### src/rtl/lc3b_types.sv
// Shared LC-3b types: SRAM arbiter state encoding, port index, timing default.
// SRAM_TURNAROUND_EN adds the TURN state used after writes.
package lc3b_types;

   localparam int SRAM_ACC_CYCLES = 2;

   typedef logic mem_port_t;

   typedef enum logic [1:0] {
      ST_IDLE   = 2'd0,
      ST_ACCESS = 2'd1,
      ST_DONE   = 2'd2
`ifdef SRAM_TURNAROUND_EN
      ,
      ST_TURN   = 2'd3
`endif
   } arb_state_t;

endpackage

### src/rtl/rr_arbiter2.sv
// Two-way round-robin grant: with both requesting, the port not served last wins.
// Ports: i_req0/i_req1 requests, i_last last served port, o_valid any grant, o_port winner.
module rr_arbiter2
   import lc3b_types::*;
(
   input  logic      i_req0,
   input  logic      i_req1,
   input  mem_port_t i_last,
   output logic      o_valid,
   output mem_port_t o_port
);

   assign o_valid = i_req0 | i_req1;

   always_comb begin
      o_port = 1'b0;
      if (i_req0 && i_req1)
         o_port = ~i_last;
      else if (i_req1)
         o_port = 1'b1;
   end

endmodule

### src/rtl/sram_arbiter.sv
// Shares one asynchronous SRAM between the CPU (port 0) and debug loader (port 1)
// with req/ack handshakes and fixed ACC_CYCLES strobe timing.
// Ports: Clk/Reset (async, active low); reqN/weN/addrN/wdataN in, ackN out;
// rdata read result; Mem_* SRAM strobes/address/data (active-low strobes);
// busy = not IDLE. Macro SRAM_TURNAROUND_EN inserts a TURN cycle after writes.
module sram_arbiter
   import lc3b_types::*;
#(
   parameter int ADDR_W     = 20,
   parameter int DATA_W     = 16,
   parameter int ACC_CYCLES = SRAM_ACC_CYCLES
)(
   input  logic              Clk,
   input  logic              Reset,
   input  logic              req0,
   input  logic              req1,
   input  logic              we0,
   input  logic              we1,
   input  logic [15:0]       addr0,
   input  logic [15:0]       addr1,
   input  logic [DATA_W-1:0] wdata0,
   input  logic [DATA_W-1:0] wdata1,
   output logic              ack0,
   output logic              ack1,
   output logic [DATA_W-1:0] rdata,
   output logic              Mem_CE,
   output logic              Mem_UB,
   output logic              Mem_LB,
   output logic              Mem_OE,
   output logic              Mem_WE,
   output logic [ADDR_W-1:0] Mem_ADDR,
   output logic [DATA_W-1:0] Mem_WDATA,
   output logic              Mem_DRIVE,
   input  logic [DATA_W-1:0] Mem_RDATA,
   output logic              busy
);

   localparam logic [3:0] CNT_INIT = 4'(ACC_CYCLES - 1);

   arb_state_t        r_state;
   arb_state_t        w_next;
   mem_port_t         r_last;
   mem_port_t         r_port;
   logic              r_we;
   logic [15:0]       r_addr;
   logic [DATA_W-1:0] r_wdata;
   logic [DATA_W-1:0] r_rdata;
   logic [3:0]        r_cnt;

   logic              w_gnt_valid;
   mem_port_t         w_gnt_port;

   rr_arbiter2 u_rr (
      .i_req0  (req0),
      .i_req1  (req1),
      .i_last  (r_last),
      .o_valid (w_gnt_valid),
      .o_port  (w_gnt_port)
   );

   always_ff @(posedge Clk or negedge Reset) begin
      if (!Reset)
         r_state <= ST_IDLE;
      else
         r_state <= w_next;
   end

   always_comb begin
      w_next = r_state;
      case (r_state)
         ST_IDLE:
            if (w_gnt_valid)
               w_next = ST_ACCESS;
         ST_ACCESS:
            if (r_cnt == 4'd0)
               w_next = ST_DONE;
`ifdef SRAM_TURNAROUND_EN
         ST_DONE:
            w_next = r_we ? ST_TURN : ST_IDLE;
         ST_TURN:
            w_next = ST_IDLE;
`else
         ST_DONE:
            w_next = ST_IDLE;
`endif
         default:
            w_next = ST_IDLE;
      endcase
   end

   // Request fields are captured once at grant so mid-access input
   // changes cannot disturb the SRAM cycle.
   always_ff @(posedge Clk or negedge Reset) begin
      if (!Reset) begin
         r_last  <= 1'b1;
         r_port  <= 1'b0;
         r_we    <= 1'b0;
         r_addr  <= '0;
         r_wdata <= '0;
         r_rdata <= '0;
         r_cnt   <= '0;
      end else begin
         case (r_state)
            ST_IDLE:
               if (w_gnt_valid) begin
                  r_port  <= w_gnt_port;
                  r_last  <= w_gnt_port;
                  r_we    <= w_gnt_port ? we1 : we0;
                  r_addr  <= w_gnt_port ? addr1 : addr0;
                  r_wdata <= w_gnt_port ? wdata1 : wdata0;
                  r_cnt   <= CNT_INIT;
               end
            ST_ACCESS:
               if (r_cnt != 4'd0)
                  r_cnt <= r_cnt - 4'd1;
               else if (!r_we)
                  r_rdata <= Mem_RDATA;
            default: ;
         endcase
      end
   end

   // Strobes decode from state only, so they stay steady across ACCESS.
   always_comb begin
      Mem_CE    = 1'b1;
      Mem_UB    = 1'b1;
      Mem_LB    = 1'b1;
      Mem_OE    = 1'b1;
      Mem_WE    = 1'b1;
      Mem_ADDR  = '0;
      Mem_WDATA = '0;
      Mem_DRIVE = 1'b0;
      ack0      = 1'b0;
      ack1      = 1'b0;
      case (r_state)
         ST_ACCESS: begin
            Mem_CE   = 1'b0;
            Mem_UB   = 1'b0;
            Mem_LB   = 1'b0;
            Mem_ADDR = ADDR_W'(r_addr);
            if (r_we) begin
               Mem_WE    = 1'b0;
               Mem_DRIVE = 1'b1;
               Mem_WDATA = r_wdata;
            end else begin
               Mem_OE = 1'b0;
            end
         end
         ST_DONE: begin
            ack0 = (r_port == 1'b0);
            ack1 = (r_port == 1'b1);
         end
         default: ;
      endcase
   end

   assign rdata = r_rdata;
   assign busy  = (r_state != ST_IDLE);

endmodule
### config.mk
export PLATFORM = sky130hd
export DESIGN_NAME = sram_arbiter
export DESIGN_NICKNAME = d
export VERILOG_FILES = /design/src/rtl/lc3b_types.sv /design/src/rtl/rr_arbiter2.sv /design/src/rtl/sram_arbiter.sv
export SDC_FILE = /design/constraint.sdc
export NUM_CORES = 1
export LEC_CHECK = 0
export BUFFER_PORTS_ARGS = -buffer_cell sky130_fd_sc_hd__buf_4
export CAP_MARGIN = 20
export CORE_ASPECT_RATIO = 1.1
export CORE_MARGIN = 3
export CORE_UTILIZATION = 41
export DETAILED_ROUTE_END_ITERATION = 10
export PLACE_DENSITY = 0.76
export SETUP_SLACK_MARGIN = 0.3
export SLEW_MARGIN = 25
export SYNTH_ARGS = -nofsm -noshare
export SYNTH_HDL_FRONTEND = slang
export SYNTH_SLANG_ARGS = --single-unit
### constraint.sdc
create_clock -name Clk -period 1.9 [get_ports Clk]
set_clock_uncertainty 0.05 [all_clocks]
set_input_delay 0 -clock Clk [delete_from_list [all_inputs] [get_ports Clk]]
set_output_delay 0 -clock Clk [all_outputs]
set_load 0.02 [all_outputs]
# Word-level counts from Yosys, hierarchy flattened
# Index checks and enable logic that the tools add are counted.
# Widths: inputs -> output; s select.
# classes
reduce_logical,10
bitwise_logic,5
n_addsub,1
eq_ne,5
muxes,22
# ops
operator,count
$mux 16,5
$mux 1,11
$mux 4,2
$pmux 4 s2,1
$reduce_and 3->1,2
$logic_not 4->1,1
$mux 2,2
$ne 2x2->1 const B,2
$not 1->1,4
$pmux 2 s2,1
$reduce_and 2->1,2
$reduce_bool 2->1,2
$reduce_bool 4->1,1
$sub 4x1->4 const B,1
$eq 2x1->1 const B,1
$eq 2x2->1 const B,1
$logic_not 2->1,1
$ne 2x1->1 const B,1
$logic_and 1x1->1,1
$or 1x1->1,1
# totals
elab_cells,51
in_bits,86
ff_bits,57
output_inout_bits,61

# Logic depth before layout (Yosys ltp)
# Gate-level depths: netlist (run 1).
# depth
word_depth,3
mapped_depth,7
depth_no_buf,5

# Cells and area by module
# Synthesis (run 1) repeated with hierarchy kept, for this count alone.
# unflattened
hier_cells,269
area_unflattened_um2,2866.5
# by_module_without_submodules
module,area_per_inst_um2,seq_area_each_um2,instances,cells_each
sram_arbiter,2852.7,1427.6,1,267
rr_arbiter2,13.8,0.0,1,2

# Least setup slack after synthesis (run 1)
# OpenSTA, ideal clock, no wires.
# synth_path
path_kind,reg-to-reg
start,reg r_cnt[0]
end,"reg r_rdata[10], in the netlist rdata[10]"
required_ns,1.725
path_slack_ns,-0.164
setup_time_ns,0.125
t_arrival_ns,1.889
period_less_slack_ns,2.064
n_path_buf,2
path_stages_with_launch,8
cell_sequence,dfrtp_1 inv_1 ha_1 or3b_4 or3_1 buf_6 buf_12 mux2_4
# synth_between
elab_chain_len,3
# synth_rtl
element,line_no,source
"start, declared",sram_arbiter.sv:48,logic [3:0] r_cnt;
"start signal, assigned",sram_arbiter.sv:115,r_cnt <= r_cnt - 4'd1;
$reduce_bool 4->1,sram_arbiter.sv:114,if (r_cnt != 4'd0)
$not 1->1 (no line),-,
$reduce_and 3->1 (no line),-,
"end signal, assigned",sram_arbiter.sv:117,r_rdata <= Mem_RDATA;
"end, declared",sram_arbiter.sv:47,logic [DATA_W-1:0] r_rdata;
# Every way passes these cells.
# A chain may end at the register's enable or synchronous reset.

# Final worst setup path (run 1)
# layout_path
start,reg r_cnt[0]
end,"reg r_rdata[13], in the netlist rdata[13]"
# Same word-level chain as after synthesis.

==> flow_metrics.env, run 1 <==
export IMPL_period_share_pct=105
export IMPL_wl_per_cell_microns=17.1
export IMPL_leakagePower_nw=2.61
export IMPL_drv_cap=0
export IMPL_layout_area_seq_sq_mm=0.00143
export IMPL_clock_sinks=57
export IMPL_numCtsBuffers=9
export IMPL_synthCells=313
export IMPL_crit_fanout=8
export IMPL_dr_pass1_iters=4
export IMPL_placed_cells=527
export IMPL_layout_setup_ws_ps=-97.6
export IMPL_die_h_microns=94.3
export IMPL_arrival_ps=2160
export IMPL_layout_drive_gt1_share_pct=39.2
export IMPL_synth_area_leaders="dfrtp_1 (48%), nand2_1 (9.2%), a31oi_1 (7.3%)"
export IMPL_area_delta_synth_final_pct=81.9
export IMPL_synth_warnings=0
export IMPL_gr_usage_all_layers_pct=26.4
export IMPL_grt_pass1_wl_microns=16700
export IMPL_placementRows=31
export IMPL_ff2ff_path_depth=6
export IMPL_viasPerCell=5.26
export IMPL_antenna_left=0
export IMPL_violations="setup timing"
export IMPL_diodes=0
export IMPL_ys_flop_type="dfrtp_1"
export IMPL_h_tree_depth=3
export IMPL_startpoint_type="register"
export IMPL_final_max_slew_viol_count=0
export IMPL_dpl_cell_area_sq_mm=0.00409
export IMPL_dieArea_sq_mm=0.00813
export IMPL_synth_seq_cells=57
export IMPL_max_freq_mhz=501
export IMPL_outcome="finished, violations left"
export IMPL_dr_total_vias=3356
export IMPL_synth_edf_count=0
export IMPL_synth_area_leader_cell="dfrtp_1"
export IMPL_core_sq_mm=0.00671
export IMPL_synthArstFlopShare_pct=100
export IMPL_finalHoldViolCount=0
export IMPL_slew_headroom_pct=50.9
export IMPL_multi_input_area_sq_mm=0.00134
export IMPL_yosysUniqueCellTypes=37
export IMPL_clk_latency_ps=320
export IMPL_synth_cell_area_sq_mm=0.00290
export IMPL_tightest_slew_ps=737
export IMPL_ios=147
export IMPL_crit_type="reg2reg"
export IMPL_cts_tree="done"
export IMPL_grt_pass1_vias=3502
export IMPL_dpl_hpwl_microns=6130
export IMPL_setup_viol=16
export IMPL_root_buffer="clkbuf_8"
export IMPL_hold_class="in2async"
export IMPL_dp_slack_ps=-108
export IMPL_avgSynthCellArea_sq_um=9.27
export IMPL_die_width_microns=86.2
export IMPL_place_congestion=0.806
export IMPL_seq_area_frac_synth_pct=49.2
export IMPL_grt_overflow=0
export IMPL_synth_top_area_share_pct=48.3
export IMPL_reg2reg_to="rdata[13]"
export IMPL_endpoint_kind="register"
export IMPL_clk_pin_slew_worst_paths_ps=70
export IMPL_drcViolationCount=0
export IMPL_antenna_found_initial=0
export IMPL_initial_core_util_pct=43.3
export IMPL_reg2reg_slack_ps=-100
export IMPL_wirelength_microns=10900
export IMPL_ir_drop_v=0.00111
export IMPL_required_ps=2060
export IMPL_tns_ps=-1240
export IMPL_first_iter_violations=137
export IMPL_rr_startpoint="r_cnt[0]"
export IMPL_rsz0062_at_grt="true"
export IMPL_num_fill_cells=400
export IMPL_fin_area_sq_mm=0.00528
export IMPL_layout_nets=639
export IMPL_clk_path_buf_depth=2
export IMPL_period_needed_ps=2000
export IMPL_io_buffers=142
export IMPL_pwr_density_cell_mw_per_mm2=1590
export IMPL_finalNonFillerCells=638
export IMPL_grt_max_degree=58
through the flow:
step | power [W] | hold WS, ps | utilization [%]
finish | 0.00842 | 234 | 78.7
global route | 0.00890 | 287 | 78.7
CTS | 0.00815 | 244 | 77.5
detailed placement | 0.00680 | 54.3 | 60.9
global placement | 0.00668 | 49.6 | 60.9
floorplan | 0.00489 | -346 | -
layer usage:
layer  vias up  track usage [%]  routed length, microns
li1       1539                -                       -
met1      1625             29.5                    4070
met2       163             47.5                    5840
met3        29             5.96                     703
met4         0             11.3                     318
met5         -                0                       0
synth_stat cells (2+ instances only):
cell type,count
and2_1,17
inv_1,6
nor2_1,3
clkbuf_1,23
ha_1,2
a21oi_1,36
mux2_4,10
nor3_1,2
nand2_1,71
and3_1,16
a31oi_1,34
dfrtp_1,56
buf_4,6
o21ai_0,3
mux2_2,6
cell usage in the layout, fill, tap and decap left out, types with 6 or more instances in the layout:
cell type      Yosys  final
mux2_2             6      6
clkbuf_8           0     11
and2_1            17     17
nand2_1           71     70
mux2_4            10     10
a21oi_1           36     35
dfrtp_1           56     56
buf_4              6    166
a31oi_1           34     34
and3_1            16     16
dlygate4sd3_1      0     85
worst max-delay path, cell delays in order (launching register included):
cell	delay, ps
dfrtp_1	390
inv_2	90
ha_4	130
or3b_4	370
or3_4	380
buf_12	160
mux2_4	300
power breakdown:
part	leakage, nW	internal (W)	switching, W	total [W]
registers	0.653	0.00184	0.000358	0.00220
logic	1.86	0.00249	0.00272	0.00521
clock network	0.0932	0.000539	0.000466	0.00101
total	2.61	0.00487	0.00354	0.00842
sequential cells by signal, summed over array words and instances (netlist names):
signal   flops
rdata       16
r_we         1
r_state      2
r_port       1
r_wdata     16
r_cnt        4
r_last       1
r_addr      16
final cells by class:
class / count / area share (%)
repair buffers: 257 / 41.9
flip-flops and latches: 57 / 27.0
multi-input cells: 220 / 25.4
clock buffers: 13 / 3.01
well taps: 82 / 1.94
inverters: 6 / 0.427
clock inverters: 3 / 0.284
kinds of logic after synthesis:
kind of cell	after synthesis	share of synthesized area, %
other	1	0.129
buffers and inverters	39	6.68
multiplexers	17	7.84
AO/OA/AOI/OAI	78	15.6
AND/OR/NAND/NOR	119	19.7
flip-flops	57	49.2
adder cells (fa/ha/maj)	2	0.862
worst max-delay path by stage:
stage	start	end	slack [ps]	cells past startpoint
after detailed placement	r_cnt[0]	rdata[15]	-110	6
after global placement	r_cnt[0]	rdata[6]	-50	6
after CTS	r_cnt[0]	rdata[15]	-80	6
after global routing	r_cnt[0]	rdata[13]	-130	6
final	r_cnt[0]	rdata[13]	-100	6
after floorplan	r_cnt[0]	rdata[10]	-160	7
timing repair:
item,in CTS,in global routing
setup buffers,2,6
endpoints found under the hold margin,106,0
hold buffers,85,0
cloned,1,1
endpoints found under the setup margin,54,58
resized for setup,15,3
pin swaps,0,3
No activity file was read; power rests on OpenSTA's default activity.
==> run 2, diff against run 1 <==
- PLACE_DENSITY: 0.76 -> default
- PLACE_DENSITY_LB_ADDON: default -> 0.2
==> run 2 against run 1 <==
Global-route usage rose by 0.31 points. Combinational power rose by 7.7%. Worst setup slack improved by 15 ps. Wire length rose by 0.92%. Non-clock buffer count fell by 1. Largest power group unchanged. Critical path depth did not move. Clock power rose by 51%. Flip-flop and latch count did not move. The flow still finishes with violations (setup timing).
==> flow_metrics.env, run 2 (same netlist as run 1, synthesis figures left out) <==
export IMPL_outcome="finished, violations left"
export IMPL_violations="setup timing"
export IMPL_grt_max_degree=58
export IMPL_startpoint_type="register"
export IMPL_slew_headroom_pct=51.0
export IMPL_clk_path_buf_depth=2
export IMPL_arrival_ps=2150
export IMPL_period_needed_ps=1980
export IMPL_layout_setup_ws_ps=-82.7
export IMPL_wl_per_cell_microns=17.3
export IMPL_dr_total_vias=3333
export IMPL_grt_pass1_vias=3508
export IMPL_antenna_found_initial=0
export IMPL_ir_drop_v=0.00127
export IMPL_period_share_pct=104
export IMPL_tightest_slew_ps=735
export IMPL_pwr_density_cell_mw_per_mm2=1700
export IMPL_final_max_slew_viol_count=0
export IMPL_layout_drive_gt1_share_pct=42.3
export IMPL_layout_commonest_cell="buf_4"
export IMPL_dr_pass1_iters=5
export IMPL_place_congestion=0.732
export IMPL_num_fill_cells=380
export IMPL_antenna_left=0
export IMPL_die_h_microns=94.3
export IMPL_wirelength_microns=11000
export IMPL_io_buffers=142
export IMPL_leakagePower_nw=2.69
export IMPL_drv_cap=0
export IMPL_h_tree_depth=3
export IMPL_clk_latency_ps=330
export IMPL_postLayoutCoreUtil_pct=81.6
export IMPL_drcViolationCount=0
export IMPL_layout_nets=638
export IMPL_first_iter_violations=165
export IMPL_crit_type="reg2reg"
export IMPL_cp_top_family="simple AND/OR/NAND/NOR gates"
export IMPL_root_buffer="clkbuf_8"
export IMPL_ios=147
export IMPL_clock_sinks=57
export IMPL_finalHoldViolCount=0
export IMPL_die_width_microns=86.2
export IMPL_path_buf_inv=2
export IMPL_core_sq_mm=0.00671
export IMPL_crit_fanout=8
export IMPL_path_cells="inv_2, ha_4, or3b_4, or3_4, buf_12, mux2_4"
export IMPL_final_cell_mix="buf_4 (149), dlygate4sd3_1 (85), nand2_1 (70), dfrtp_1 (56), a21oi_1 (35)"
export IMPL_grt_overflow=0
export IMPL_setup_viol=16
export IMPL_hold_slack_ps=202
export IMPL_finalPower_w=0.00933
export IMPL_gr_usage_all_layers_pct=26.7
export IMPL_endpoint_kind="register"
export IMPL_required_ps=2070
export IMPL_placementRows=31
export IMPL_dieArea_sq_mm=0.00813
export IMPL_cpPeakStageDelay_ps=400
export IMPL_cts_tree="done"
export IMPL_grt_pass1_wl_microns=16800
export IMPL_viasPerCell=5.22
export IMPL_dpl_hpwl_microns=6040
export IMPL_initial_core_util_pct=43.3
export IMPL_dp_slack_ps=-109
export IMPL_hold_class="in2async"
export IMPL_rsz0062_at_grt="true"
export IMPL_max_freq_mhz=504
export IMPL_clk_pin_slew_worst_paths_ps=70
export IMPL_area_delta_synth_final_pct=88.7
export IMPL_numCtsBuffers=9
export IMPL_cpMaxStageDelayCell="dfrtp_1"
[run 2: changes by cell type in the layout (fill, tap and decap cells not counted), sizes merged]
cell	delta
clkinv	-2
clkinvlp	+1
diode	+1
buf	-1
bufinv	+4
inv	+1
clkbuf	-4
[run 2: path summary, 6_finish.rpt]
path / slack (ps) / startpoint / cells past startpoint / endpoint
setup / recovery: -80 / r_cnt[0] / 6 / rdata[6]
hold / removal: 200 / Reset / 2 / rdata[1]
setup reg to reg: -80 / r_cnt[0] / 6 / rdata[6]
hold reg to reg: 470 / rdata[0] / 1 / rdata[0]
max in group asynchronous: 1090 / Reset / 2 / r_addr[4]
min in group Clk: 380 / req0 / 3 / r_last
[run 2: what timing repair did]
action | in CTS | in global routing
gates cloned | 1 | 1
setup endpoints to repair | 53 | 40
setup buffers | 6 | 2
pin swaps | 2 | 15
hold buffers | 85 | 0
gates resized for setup | 18 | 33
hold endpoints to repair | 106 | 0
[run 2: area by class of cell]
cell class	instances	area (sq um)	area share (%)
repair buffers	256	2260	41.3
flip-flops and latches	57	1430	26.1
multi-input cells	220	1390	25.4
clock inverters	7	141	2.58
clock buffers	9	124	2.26
well taps	82	103	1.87
inverters	6	22.5	0.411
diodes	1	2.50	0.0457
[run 2: through the flow]
stage | std cells | area (sq um) | setup TNS (ps)
after floorplan | 316 | 2910 | -1640
after global placement | 526 | 4080 | -652
after detailed placement | 526 | 4080 | -1460
after CTS | 634 | 5330 | -914
after global routing | 637 | 5480 | -1800
final | 638 | 5480 | -1050
[run 2: power by group]
| group | total (W) | internal, W | switching (W) | leakage (nW) |
|---|---|---|---|---|
| combinational | 0.00561 | 0.00278 | 0.00283 | 1.91 |
| sequential | 0.00219 | 0.00184 | 0.000353 | 0.653 |
| clock | 0.00153 | 0.00101 | 0.000525 | 0.130 |
| total | 0.00933 | 0.00562 | 0.00371 | 2.69 |
[run 2: metal layers]
metal	up-vias	track usage (%)	wire [microns]
li1	1539	-	-
met1	1606	30.8	4180
met4	0	8.83	227
met5	-	0	0
met2	164	48.2	5840
met3	24	6.23	785
==> run 3, diff against run 2 <==
- CORE_MARGIN: 3 -> 4
==> run 3 against run 2 <==
The run still ends with setup timing left. Hold slack improved by 29 ps. Die area is 4.5% higher. Count of clock-buffer cells in the layout is 4 higher.
==> flow_metrics.env, run 3 (same netlist as run 1, synthesis figures left out) <==
export IMPL_finalPower_w=0.00868
export IMPL_diodes=0
export IMPL_h_tree_depth=3
export IMPL_dpl_hpwl_microns=5910
export IMPL_fin_area_sq_mm=0.00537
export IMPL_antenna_left=0
export IMPL_clk_latency_ps=320
export IMPL_required_ps=2060
export IMPL_intPower_w=0.00513
export IMPL_clk_path_buf_depth=2
export IMPL_outcome="finished, violations left"
export IMPL_cpPeakStageDelay_ps=400
export IMPL_endpoint_kind="register"
export IMPL_grt_overflow=0
export IMPL_postLayoutCoreUtil_pct=79.5
export IMPL_ios=147
export IMPL_antenna_found_initial=0
export IMPL_period_needed_ps=2000
export IMPL_drv_cap=0
export IMPL_swShare_pct=40.8
export IMPL_viasPerCell=5.17
export IMPL_setup_viol=17
export IMPL_hold_class="in2async"
export IMPL_rsz0062_at_grt="true"
export IMPL_layout_setup_ws_ps=-98.3
export IMPL_drcViolationCount=0
export IMPL_ir_drop_v=0.000979
export IMPL_dr_total_vias=3295
export IMPL_startpoint="r_cnt[0]"
export IMPL_die_width_microns=88.2
export IMPL_reg2reg_slack_ps=-100
export IMPL_place_congestion=0.764
export IMPL_leakagePower_nw=2.64
export IMPL_placementRows=31
export IMPL_dr_pass1_iters=4
export IMPL_cts_tree="done"
export IMPL_clk_pin_slew_worst_paths_ps=60
export IMPL_grt_pass1_wl_microns=15600
export IMPL_grt_pass1_vias=3347
export IMPL_violations="setup timing"
export IMPL_numCtsBuffers=9
export IMPL_grt_max_degree=58
export IMPL_dp_slack_ps=-97.0
export IMPL_dpl_cell_area_sq_mm=0.00408
export IMPL_max_freq_mhz=500
export IMPL_core_sq_mm=0.00675
export IMPL_tns_ps=-1270
export IMPL_path_cells="inv_2, ha_4, or3b_4, or3_4, clkbuf_16, mux2_4"
export IMPL_p_comb_share_pct=63.4
export IMPL_die_h_microns=96.3
export IMPL_crit_path_end="rdata[7]"
export IMPL_finalHoldViolCount=0
export IMPL_dieArea_sq_mm=0.00849
export IMPL_crit_fanout=8
export IMPL_clockPowerShare_pct=11.7
export IMPL_rr_startpoint="r_cnt[0]"
export IMPL_first_iter_violations=210
export IMPL_layout_commonest_cell="buf_4"
export IMPL_arrival_ps=2160
export IMPL_switching_power_w=0.00354
export IMPL_tightest_slew_ps=739
export IMPL_root_buffer="clkbuf_8"
export IMPL_reg2reg_to="rdata[7]"
export IMPL_initial_core_util_pct=43.0
export IMPL_layout_nets=641
export IMPL_clock_sinks=57
export IMPL_crit_type="reg2reg"
export IMPL_final_cell_mix="buf_4 (156), dlygate4sd3_1 (85), nand2_1 (70), dfrtp_1 (56), a21oi_1 (35)"
export IMPL_pwr_share_seq_pct=25.0
export IMPL_gr_usage_all_layers_pct=23.5
export IMPL_io_buffers=142
export IMPL_slew_headroom_pct=50.7
export IMPL_wirelength_microns=10500
export IMPL_layout_drive_gt1_share_pct=41.3
export IMPL_startpoint_type="register"
export IMPL_final_max_slew_viol_count=0
export IMPL_pwr_density_cell_mw_per_mm2=1620
export IMPL_area_delta_synth_final_pct=84.9
export IMPL_period_share_pct=105
export IMPL_wl_per_cell_microns=16.5
export IMPL_cpMaxStageDelayCell="dfrtp_1"
export IMPL_ff2ff_path_depth=6
==> run 3: per-stage QoR <==
| step | hold slack (ps) | std cells |
|---|---|---|
| after floorplan | -346 | 316 |
| after global placement | 56.1 | 526 |
| after detailed placement | 60.3 | 526 |
| after CTS | 263 | 628 |
| after global routing | 307 | 637 |
| final | 230 | 637 |
==> run 3: power by group through the flow <==
stage                     sequential, W  combinational [W]  clock, W
final                           0.00217            0.00550   0.00101
after global routing            0.00223            0.00592   0.00108
after CTS                       0.00213            0.00485   0.00103
after detailed placement        0.00215            0.00458         0
after global placement          0.00213            0.00452         0
after floorplan                 0.00232            0.00256         0
==> run 3: critical path, delay by kind of cell (launching register included) <==
kind / cells / cell delay [ps]
mux: 1 / 290
buf+inv: 2 / 270
flops: 1 / 400
simple gates: 2 / 740
fa+ha+maj: 1 / 130
==> run 3: worst min path at each step <==
stage | end | slack, ps | cells past startpoint
finish | rdata[1] | 230 | 2
global route | rdata[1] | 310 | 2
CTS | rdata[1] | 260 | 2
detailed placement | rdata[1] | 60 | 1
global placement | rdata[1] | 60 | 1
floorplan | r_addr[0] | -350 | 0
==> run 3: area by class of cell <==
class / instances / area, sq um
Tap cell: 82 / 103
Fill cell: 444 / 1380
Clock buffer: 13 / 169
Sequential cell: 57 / 1430
Timing Repair Buffer: 259 / 2270
Inverter: 6 / 22.5
Multi-Input combinational cell: 220 / 1380
==> run 3: layer usage <==
layer | share of wire [%] | track usage [%] | up-vias
met5 | 0 | 0 | -
met1 | 38 | 27.3 | 1587
met3 | 7.4 | 5.74 | 21
met4 | 1.9 | 8.56 | 0
li1 | - | - | 1543
met2 | 52 | 41.7 | 144
==> run 3: what timing repair did <==
| action | CTS | global route |
|---|---|---|
| buffers inserted | 4 | 6 |
| hold buffers | 85 | 0 |
| setup endpoints to repair | 52 | 61 |
| pin swaps | 0 | 2 |
| cloned | 0 | 3 |
| hold endpoints to repair | 106 | 0 |
| resized for setup | 10 | 30 |
